### config.mk
export PLATFORM = sky130hd
export DESIGN_NAME = huff_freq_count_flat
export DESIGN_NICKNAME = d
export VERILOG_FILES = /design/src/rtl/huff_freq_count_pkg.sv /design/src/rtl/huff_freq_count_if.sv /design/src/rtl/huff_freq_count_cnt_table.sv /design/src/rtl/huff_freq_count.sv /design/src/flat_wrapper.sv
export SDC_FILE = /design/constraint.sdc
export NUM_CORES = 1
export LEC_CHECK = 0
export CAP_MARGIN = 20
export CORE_MARGIN = 1
export CORE_UTILIZATION = 55
export CTS_CLUSTER_SIZE = 20
export DETAILED_ROUTE_END_ITERATION = 7
export GPL_TIMING_DRIVEN = 0
export PLACE_DENSITY = 0.77
export SYNTH_ARGS = -nofsm -noshare
export SYNTH_HDL_FRONTEND = slang
export SYNTH_SLANG_ARGS = --single-unit
### constraint.sdc
create_clock -name CLK -period 2.7 [get_ports CLK]
set_input_delay 0.405 -clock CLK [delete_from_list [all_inputs] [get_ports CLK]]
set_output_delay 0.405 -clock CLK [all_outputs]
set_load 0.03 [all_outputs]
### src/rtl/huff_freq_count_pkg.sv
// huff_pkg: shared widths, node field positions and state encoding for the Huffman front end
package huff_pkg;
  localparam int SYM_W      = 4;
  localparam int CNT_W      = 4;
  localparam int NODE_W     = CNT_W + SYM_W;
  localparam int NUM_SYM    = 2 ** SYM_W;
  localparam int WEIGHT_MSB = 7;
  localparam int WEIGHT_LSB = 4;
  localparam int SYM_MSB    = 3;
  localparam int SYM_LSB    = 0;
  typedef logic [SYM_W-1:0]  sym_t;
  typedef logic [CNT_W-1:0]  cnt_t;
  typedef logic [NODE_W-1:0] node_t;
  typedef logic [SYM_W:0]    nz_t;
  localparam cnt_t CNT_MAX  = '1;
  localparam sym_t SYM_LAST = '1;
  typedef enum logic [1:0] {COUNT, LOAD, EMIT} state_t;
  function automatic node_t make_node(cnt_t w, sym_t s);
    node_t n;
    n[WEIGHT_MSB:WEIGHT_LSB] = w;
    n[SYM_MSB:SYM_LSB] = s;
    return n;
  endfunction
endpackage

### src/rtl/huff_freq_count_if.sv
// huff_freq_count_if: symbol input stream, node output stream and frame statistics
interface huff_freq_count_if;
  import huff_pkg::*;
  logic  sym_valid;
  sym_t  sym_in;
  logic  sym_last;
  logic  sym_ready;
  logic  node_valid;
  node_t node_out;
  logic  node_last;
  logic  node_ready;
  nz_t   nz_cnt;
  logic  sat_flag;
  modport slave (
    input  sym_valid, sym_in, sym_last, node_ready,
    output sym_ready, node_valid, node_out, node_last, nz_cnt, sat_flag
  );
  modport master (
    output sym_valid, sym_in, sym_last, node_ready,
    input  sym_ready, node_valid, node_out, node_last, nz_cnt, sat_flag
  );
endinterface

### src/rtl/huff_freq_count_cnt_table.sv
// huff_cnt_table: 16 saturating counters with increment, clear-on-read and async read port
module huff_cnt_table
  import huff_pkg::*;
(
  input  logic CLK,
  input  logic nRST,
  input  sym_t inc_addr,
  input  logic inc_en,
  input  sym_t clr_addr,
  input  logic clr_en,
  input  sym_t rd_addr,
  output cnt_t rd_data,
  output logic inc_first,
  output logic inc_sat
);
  cnt_t cnt [NUM_SYM];
  cnt_t cur;
  assign cur       = cnt[inc_addr];
  assign rd_data   = cnt[rd_addr];
  assign inc_first = inc_en && cur == '0;
  assign inc_sat   = inc_en && cur == CNT_MAX;
  genvar i;
  generate
    for (i = 0; i < NUM_SYM; i++) begin : g_cnt
      // clear wins over increment; a full counter holds instead of wrapping
      always_ff @(posedge CLK or negedge nRST)
        if (!nRST) cnt[i] <= '0;
        else if (clr_en && clr_addr == sym_t'(i)) cnt[i] <= '0;
        else if (inc_en && inc_addr == sym_t'(i) && cnt[i] != CNT_MAX) cnt[i] <= cnt[i] + 1'b1;
    end
  endgenerate
endmodule

### src/rtl/huff_freq_count.sv
// huff_freq_count: counts 4-bit symbols per frame, then streams {weight,symbol} nodes 0..15
module huff_freq_count
  import huff_pkg::*;
(
  input logic CLK,
  input logic nRST,
  huff_freq_count_if.slave bus
);
  state_t state, state_nx;
  sym_t   idx, idx_nx, rd_addr;
  cnt_t   rd_data;
  node_t  node_out;
  nz_t    nz_cnt;
  logic   node_valid, node_last, sat_flag;
  logic   inc_en, inc_first, inc_sat, hs, done;
  assign inc_en  = state == COUNT && bus.sym_valid;
  assign hs      = state == EMIT && node_valid && bus.node_ready;
  assign done    = hs && idx == SYM_LAST;
  assign idx_nx  = idx + 1'b1;
  assign rd_addr = state == LOAD ? '0 : idx_nx;
  assign bus.sym_ready  = state == COUNT;
  assign bus.node_valid = node_valid;
  assign bus.node_out   = node_out;
  assign bus.node_last  = node_last;
  assign bus.nz_cnt     = nz_cnt;
  assign bus.sat_flag   = sat_flag;
  huff_cnt_table u_tab (
    .CLK      (CLK),
    .nRST     (nRST),
    .inc_addr (bus.sym_in),
    .inc_en   (inc_en),
    .clr_addr (idx),
    .clr_en   (hs),
    .rd_addr  (rd_addr),
    .rd_data  (rd_data),
    .inc_first(inc_first),
    .inc_sat  (inc_sat)
  );
  // state register
  always_ff @(posedge CLK or negedge nRST)
    if (!nRST) state <= COUNT;
    else state <= state_nx;
  // frame end moves to LOAD, LOAD lasts one cycle, the 16th handshake returns to COUNT
  always_comb begin
    state_nx = state;
    if (inc_en && bus.sym_last) state_nx = LOAD;
    else if (state == LOAD) state_nx = EMIT;
    else if (done) state_nx = COUNT;
  end
  // node output register; the table read port is aimed at the entry after idx so the next node is ready on each handshake
  always_ff @(posedge CLK or negedge nRST)
    if (!nRST) begin
      node_out   <= '0;
      node_valid <= 1'b0;
      node_last  <= 1'b0;
      idx        <= '0;
    end else if (state == LOAD) begin
      node_out   <= make_node(rd_data, '0);
      node_valid <= 1'b1;
      node_last  <= 1'b0;
      idx        <= '0;
    end else if (done) begin
      node_valid <= 1'b0;
      node_last  <= 1'b0;
    end else if (hs) begin
      node_out   <= make_node(rd_data, idx_nx);
      node_last  <= idx_nx == SYM_LAST;
      idx        <= idx_nx;
    end
  // frame statistics stay stable through emission and clear with the last handshake
  always_ff @(posedge CLK or negedge nRST)
    if (!nRST) begin
      nz_cnt   <= '0;
      sat_flag <= 1'b0;
    end else if (done) begin
      nz_cnt   <= '0;
      sat_flag <= 1'b0;
    end else begin
      if (inc_first) nz_cnt <= nz_cnt + 1'b1;
      if (inc_sat) sat_flag <= 1'b1;
    end
endmodule

### src/flat_wrapper.sv
// flat-port wrapper written by rule: the top's interface ports become plain ports
module huff_freq_count_flat import huff_pkg::*;
  (CLK, nRST, bus_sym_valid, bus_sym_in, bus_sym_last, bus_node_ready, bus_sym_ready, bus_node_valid, bus_node_out, bus_node_last, bus_nz_cnt, bus_sat_flag);
  huff_freq_count_if bus_i ();
  input logic CLK;
  input logic nRST;
  input wire logic [$bits(bus_i.sym_valid)-1:0] bus_sym_valid;
  input wire logic [$bits(bus_i.sym_in)-1:0] bus_sym_in;
  input wire logic [$bits(bus_i.sym_last)-1:0] bus_sym_last;
  input wire logic [$bits(bus_i.node_ready)-1:0] bus_node_ready;
  output wire logic [$bits(bus_i.sym_ready)-1:0] bus_sym_ready;
  output wire logic [$bits(bus_i.node_valid)-1:0] bus_node_valid;
  output wire logic [$bits(bus_i.node_out)-1:0] bus_node_out;
  output wire logic [$bits(bus_i.node_last)-1:0] bus_node_last;
  output wire logic [$bits(bus_i.nz_cnt)-1:0] bus_nz_cnt;
  output wire logic [$bits(bus_i.sat_flag)-1:0] bus_sat_flag;
  assign bus_i.sym_valid = bus_sym_valid;
  assign bus_i.sym_in = bus_sym_in;
  assign bus_i.sym_last = bus_sym_last;
  assign bus_i.node_ready = bus_node_ready;
  assign bus_sym_ready = bus_i.sym_ready;
  assign bus_node_valid = bus_i.node_valid;
  assign bus_node_out = bus_i.node_out;
  assign bus_node_last = bus_i.node_last;
  assign bus_nz_cnt = bus_i.nz_cnt;
  assign bus_sat_flag = bus_i.sat_flag;
  huff_freq_count u_core (.CLK(CLK), .nRST(nRST), .bus(bus_i));
endmodule
* Word-level counts from Yosys, hierarchy flattened
Index checks and enable logic that the tools add are counted.
** Word-level totals
- Output and inout port bits :: 17
- Bits in registers :: 86
** Operators by class
- Reduce and logical (&&, ||, !) cells :: 81
- Equal/unequal tests :: 51
- Multiplexer cells :: 57
- Bitwise operators :: 2
- $add $sub $neg :: 18
- $lt $le $gt $ge :: 2
** Operators with widths (count)
- $mux 4 :: 40
- $eq 4x4->1 const B :: 18
- $add 4x1->4 const B :: 17
- $ne 4x4->1 const B :: 16
- $logic_and 1x1->1 :: 54
- $reduce_bool 2->1 :: 20
- $bmux 4 s4 :: 2
- $eq 4x3->1 const B :: 8
- $mux 8 :: 3
- $eq 4x2->1 const B :: 4
- $logic_not 4->1 :: 3
- $ge 5x5->1 const B :: 2
- $mux 5 :: 2
- $not 4->5 :: 2
- $eq 4x1->1 const B :: 2
- $mux 1 :: 7
- $mux 2 :: 3
- $reduce_bool 3->1 :: 2
- $add 5x1->5 const B :: 1
- $eq 2x1->1 const B :: 1
- $eq 2x2->1 const B :: 1
- $logic_not 2->1 :: 1
- $ne 2x2->1 const B :: 1
- $reduce_and 2->1 :: 1

* Longest topological paths before layout
- Depth after elaboration :: 9
- Gate-level depth with buffers :: 10
- Depth with buffers taken out :: 7

* Hierarchy
A second synthesis with hierarchy kept.
** Unflattened totals
- Cell total of the unflattened synthesis :: 449
- Area, all modules :: 5118.7 µm²
** By module, submodules not included
- huff_cnt_table :: cells an instance 369, seq. area each 1601.5 µm², area each 4245.3 µm², instances 1
- huff_freq_count :: cells an instance 80, seq. area each 450.4 µm², area each 873.3 µm², instances 1

* Worst setup path after synthesis
OpenSTA, ideal clock, no wires.
- Path type :: register to register
- From :: register, netlist name u_core.bus.node_out[0]
- To :: register u_core.node_out[4] (netlist: u_core.bus.node_out[4])
- Cell stages (with the launch flop) :: 10
- Path buffers :: 3
- Data arrival time :: 2943 ps
- Slack :: -326 ps
- Cells stage by stage :: dfrtp_1 -> buf_1 -> clkbuf_1 -> inv_1 -> ha_1 -> nand2b_1 -> clkbuf_1 -> mux4_2 -> mux2_2 -> o21ai_0
** RTL lines
- end signal, assigned :: RTL line huff_freq_count.sv:58 : node_out <= make_node(rd_data, '0);
- end signal, assigned :: RTL line huff_freq_count.sv:66 : node_out <= make_node(rd_data, idx_nx);
- end, declared :: RTL line huff_freq_count.sv:12 : node_t node_out;

* Worst setup path after layout
- From :: input bus_sym_in[1]
- To :: register u_core.nz_cnt[3] (netlist: u_core.bus.nz_cnt[3])
** Between the ends
- Longest elaborated chain between the ends :: 7
** Ends and longest elaborated chain
- start, declared :: RTL line flat_wrapper.sv:8 : input wire logic [$bits(bus_i.sym_in)-1:0] bus_sym_in;
- $not 4->5 (implied by the code) :: RTL line huff_freq_count_cnt_table.sv:18 : assign cur = cnt[inc_addr];
- $bmux 4 s4 :: RTL line huff_freq_count_cnt_table.sv:18
- $mux 4 (implied by the code) (2 in series) :: RTL line huff_freq_count_cnt_table.sv:18
- $logic_not 4->1 :: RTL line huff_freq_count_cnt_table.sv:20 : assign inc_first = inc_en && cur == '0;
- $logic_and 1x1->1 :: RTL line huff_freq_count_cnt_table.sv:20
- $reduce_bool 2->1 (no source line)
- end signal, assigned :: RTL line huff_freq_count.sv:79 : if (inc_first) nz_cnt <= nz_cnt + 1'b1;
- end, declared :: RTL line huff_freq_count.sv:13 : nz_t nz_cnt;
No other way between the ends. The select of a mux whose other input is x is not followed.
A chain may end at the register's enable or synchronous reset.

==> impl_results.md <==
* Status: finished, violations left
* Failing checks: DRC
* Syn_nets at 524
* Peak VDD IR at 0.000208 V
* Num ports at 26
* Average routed wire per standard cell at 20.8 um
* Synth Flop Type: dfrtp_1
* Die Area at 9700 sq um
* Layout cells sized above 1 at 0.139
* Fillers at 694
* Grt met1 use at 0.393
* Final Hold Viols at 0
* Crit-path max FO at 6
* Row cnt at 34
* Synthesized area at 5120 sq um
* Flop pwr share at 0.526
* Final setup viols at 0
* GR Layer Usage met2 at 0.459
* Post-CTS Hold Fix Bufs at 0
* Post-synthesis cell count at 494
* Clock Skew at 12.7 ps
* Sw Ratio at 0.226
* Fin worst setup slack at 47.4 ps
* Post-synthesis sequential area ratio at 0.401
* Drt drc at 4
* Port bufs at 25
* Worst slack, placed at -783 ps
* Power share of the clock group at 0.419
* CTS tree: built
* Initial antenna violation count at 0
* RSZ-0062 raised after global routing: yes
* Met3 Track Usage GR at 0.0723
* Avg Cell Area, Syn at 10.4 sq um
* Fmax at 377 MHz
* Post-route insts no fill at 647
* Comb pwr share at 0.055
* HP Class: primary input to async pin
* Routed WL at 13400 um
* Final #Nets at 564
* HPWL after DPL at 10000 um
* NetSw at 0.536 mW
* Synthesis-to-finish area growth at 15.5%
* Yosys reg bits at 82
* Slew headroom at 0.469
* Most common cell after layout, fill and taps aside: nor2_1
* Clk sinks at 82
* Worst-path clk slew at 90 ps
* Critical path launch point type: primary input
* Share of the synthesized area in the top cell type at 0.401
* Initial DRC count at 342
* Most frequent cells in the layout: 88 x nor2_1, 78 x dfrtp_1, 47 x mux2i_1
* Core box area at 8850 sq um
* CTS buffer count at 9
* Die Ht at 98.5 um
* Routed Antenna Nets at 0
* Warnings from Yosys at 0
* Post-synth EDFFs at 0
* Most used routing layer: met2
* CP endpoint kind: flip-flop
* Critical Path RT at 2980 ps
* Number of global-route vias before repair at 4032
* WS Path Type: primary input to flip-flop
* Post-synth cell types at 46
* # Max-Cap Violations at 0
* WP data arrival at 2940 ps
* Period minus WS final at 2650 ps
* Vias at 4163
* Clock latency on the worst-skew pair at 360 ps
* P_int at 1.83 mW
* Global-route wire length before repair at 21400 um
* RD Place Congestion at 0.990
* Worst Tran Pin Value at 797 ps
* Die span in x at 98.5 um
* # diodes at 0
* Tcrit/Tclk final at 0.982
* Top cells by area, synth: dfrtp_1 40%, mux2i_1 9.2%, mux4_2 7.9%
* GR Overflow Total at 0
* Async S/R FF share, synth at 1.00
* Fin Setup TNS at 0 ps
* Leak Pwr at 2.59 nW
* Drt first pass iters at 8
* H-tree Lvls at 3
* Final Max Slew Viols at 0
* Drt via density at 6.43
* CTS root buf: clkbuf_8
* Pwr/cell area at 401 nW/um^2
* Starting density of the core at 0.579
* Largest net degree at the start of global routing at 44
* Top cell type by total area after synthesis: dfrtp_1
* Placed Cells at 628
* Clk buf depth at 2
* Total GRT Usage at 0.291
[power by group through the flow]
| stage | Clock [mW] | Combinational, mW | Sequential [mW] |
|---|---|---|---|
| final | 0.992 | 0.131 | 1.25 |
| after global routing | 1.05 | 0.143 | 1.25 |
| after CTS | 1.00 | 0.131 | 1.25 |
| after detailed placement | 0 | 0.125 | 1.27 |
| after global placement | 0 | 0.120 | 1.27 |
| after floorplan | 0 | 0.0470 | 1.28 |
[what timing repair did]
action                     CTS  global route
pin swaps                    1             3
setup endpoints to repair   59            31
resized for setup           16            16
buffers inserted             1             4
hold endpoints to repair     0             0
[worst max-delay path, stage by stage]
cell	delay, ps
clkdlybuf4s15_1	330
mux4_1	610
mux2_2	310
or3_4	350
a2111o_1	460
or3_1	330
a21oi_1	140
[routing by layer]
layer | routed length, um | share of wire
met5 | 0 | 0
met4 | 352 | 0.026
met3 | 1090 | 0.081
met2 | 6280 | 0.47
met1 | 5700 | 0.42
[kinds of logic after synthesis]
family / count (synthesis) / share of synthesized area
buf+inv: 22 / 0.0171
xor+xnor: 52 / 0.0890
compound gates: 54 / 0.0789
flops: 82 / 0.401
simple gates: 191 / 0.171
mux: 72 / 0.192
fa+ha+maj: 21 / 0.0513
[final timing paths]
kind,startpoint,to,slack (ps),cells past startpoint
min in group CLK,u_core.bus.node_out[6],u_core.bus.node_out[6],510,2
min,nRST,u_core.u_tab.cnt[56],0.3,1
min reg2reg,u_core.bus.node_out[6],u_core.bus.node_out[6],510,2
max,bus_sym_in[1],u_core.bus.nz_cnt[3],50,7
max in group asynchronous,nRST,u_core.u_tab.cnt[7],2100,2
max reg2reg,u_core.u_tab.cnt[59],u_core.bus.nz_cnt[3],50,6
[synthesized netlist by cell type, drive strengths merged (2+ instances only)]
cell and n:
mux4 20, o21ai 9, xor2 33, a22oi 4, inv 7, nor3 5, o31ai 2, xnor2 19
dfrtp 82, a311oi 17, buf 5, a211oi 6, clkbuf 10, mux2 5, or3 6, mux2i 47
a21oi 7, or3b 3, nor2b 7, nand4 17, nand3 12, or2 3, nand2b 4, nor2 90
nand2 39, ha 21
[state kept, by name, indices dropped and copies added (netlist names)]
name,flops
u_core.bus.nz_cnt,5
u_core.u_tab.cnt,64
u_core.bus.sat_flag,1
u_core.bus.node_last,1
u_core.bus.node_valid,1
u_core.state,2
u_core.bus.node_out,8
[final cells by class]
type / count / area, sq um / area share
sequential: 82 / 2060 / 0.348
clock inverter: 4 / 75.1 / 0.0127
multi-input combinational: 390 / 3080 / 0.521
timing repair buffer: 31 / 315 / 0.0533
clock buffer: 12 / 145 / 0.0246
tap: 108 / 135 / 0.0229
inverter: 7 / 26.3 / 0.00444
buffer: 13 / 76.3 / 0.0129
[stage by stage]
step / power (mW) / area, sq um / hold WS (ps) / util
2_1_floorplan: 1.32 / 5120 / 109 / -
3_3_place_gp: 1.39 / 5510 / 464 / 0.623
3_5_place_dp: 1.39 / 5530 / 413 / 0.625
4_1_cts: 2.38 / 5800 / 23.6 / 0.656
5_1_grt: 2.44 / 5910 / 41.6 / 0.668
6_report: 2.37 / 5910 / 0.341 / 0.668
(Power assumes the default switching activity.)
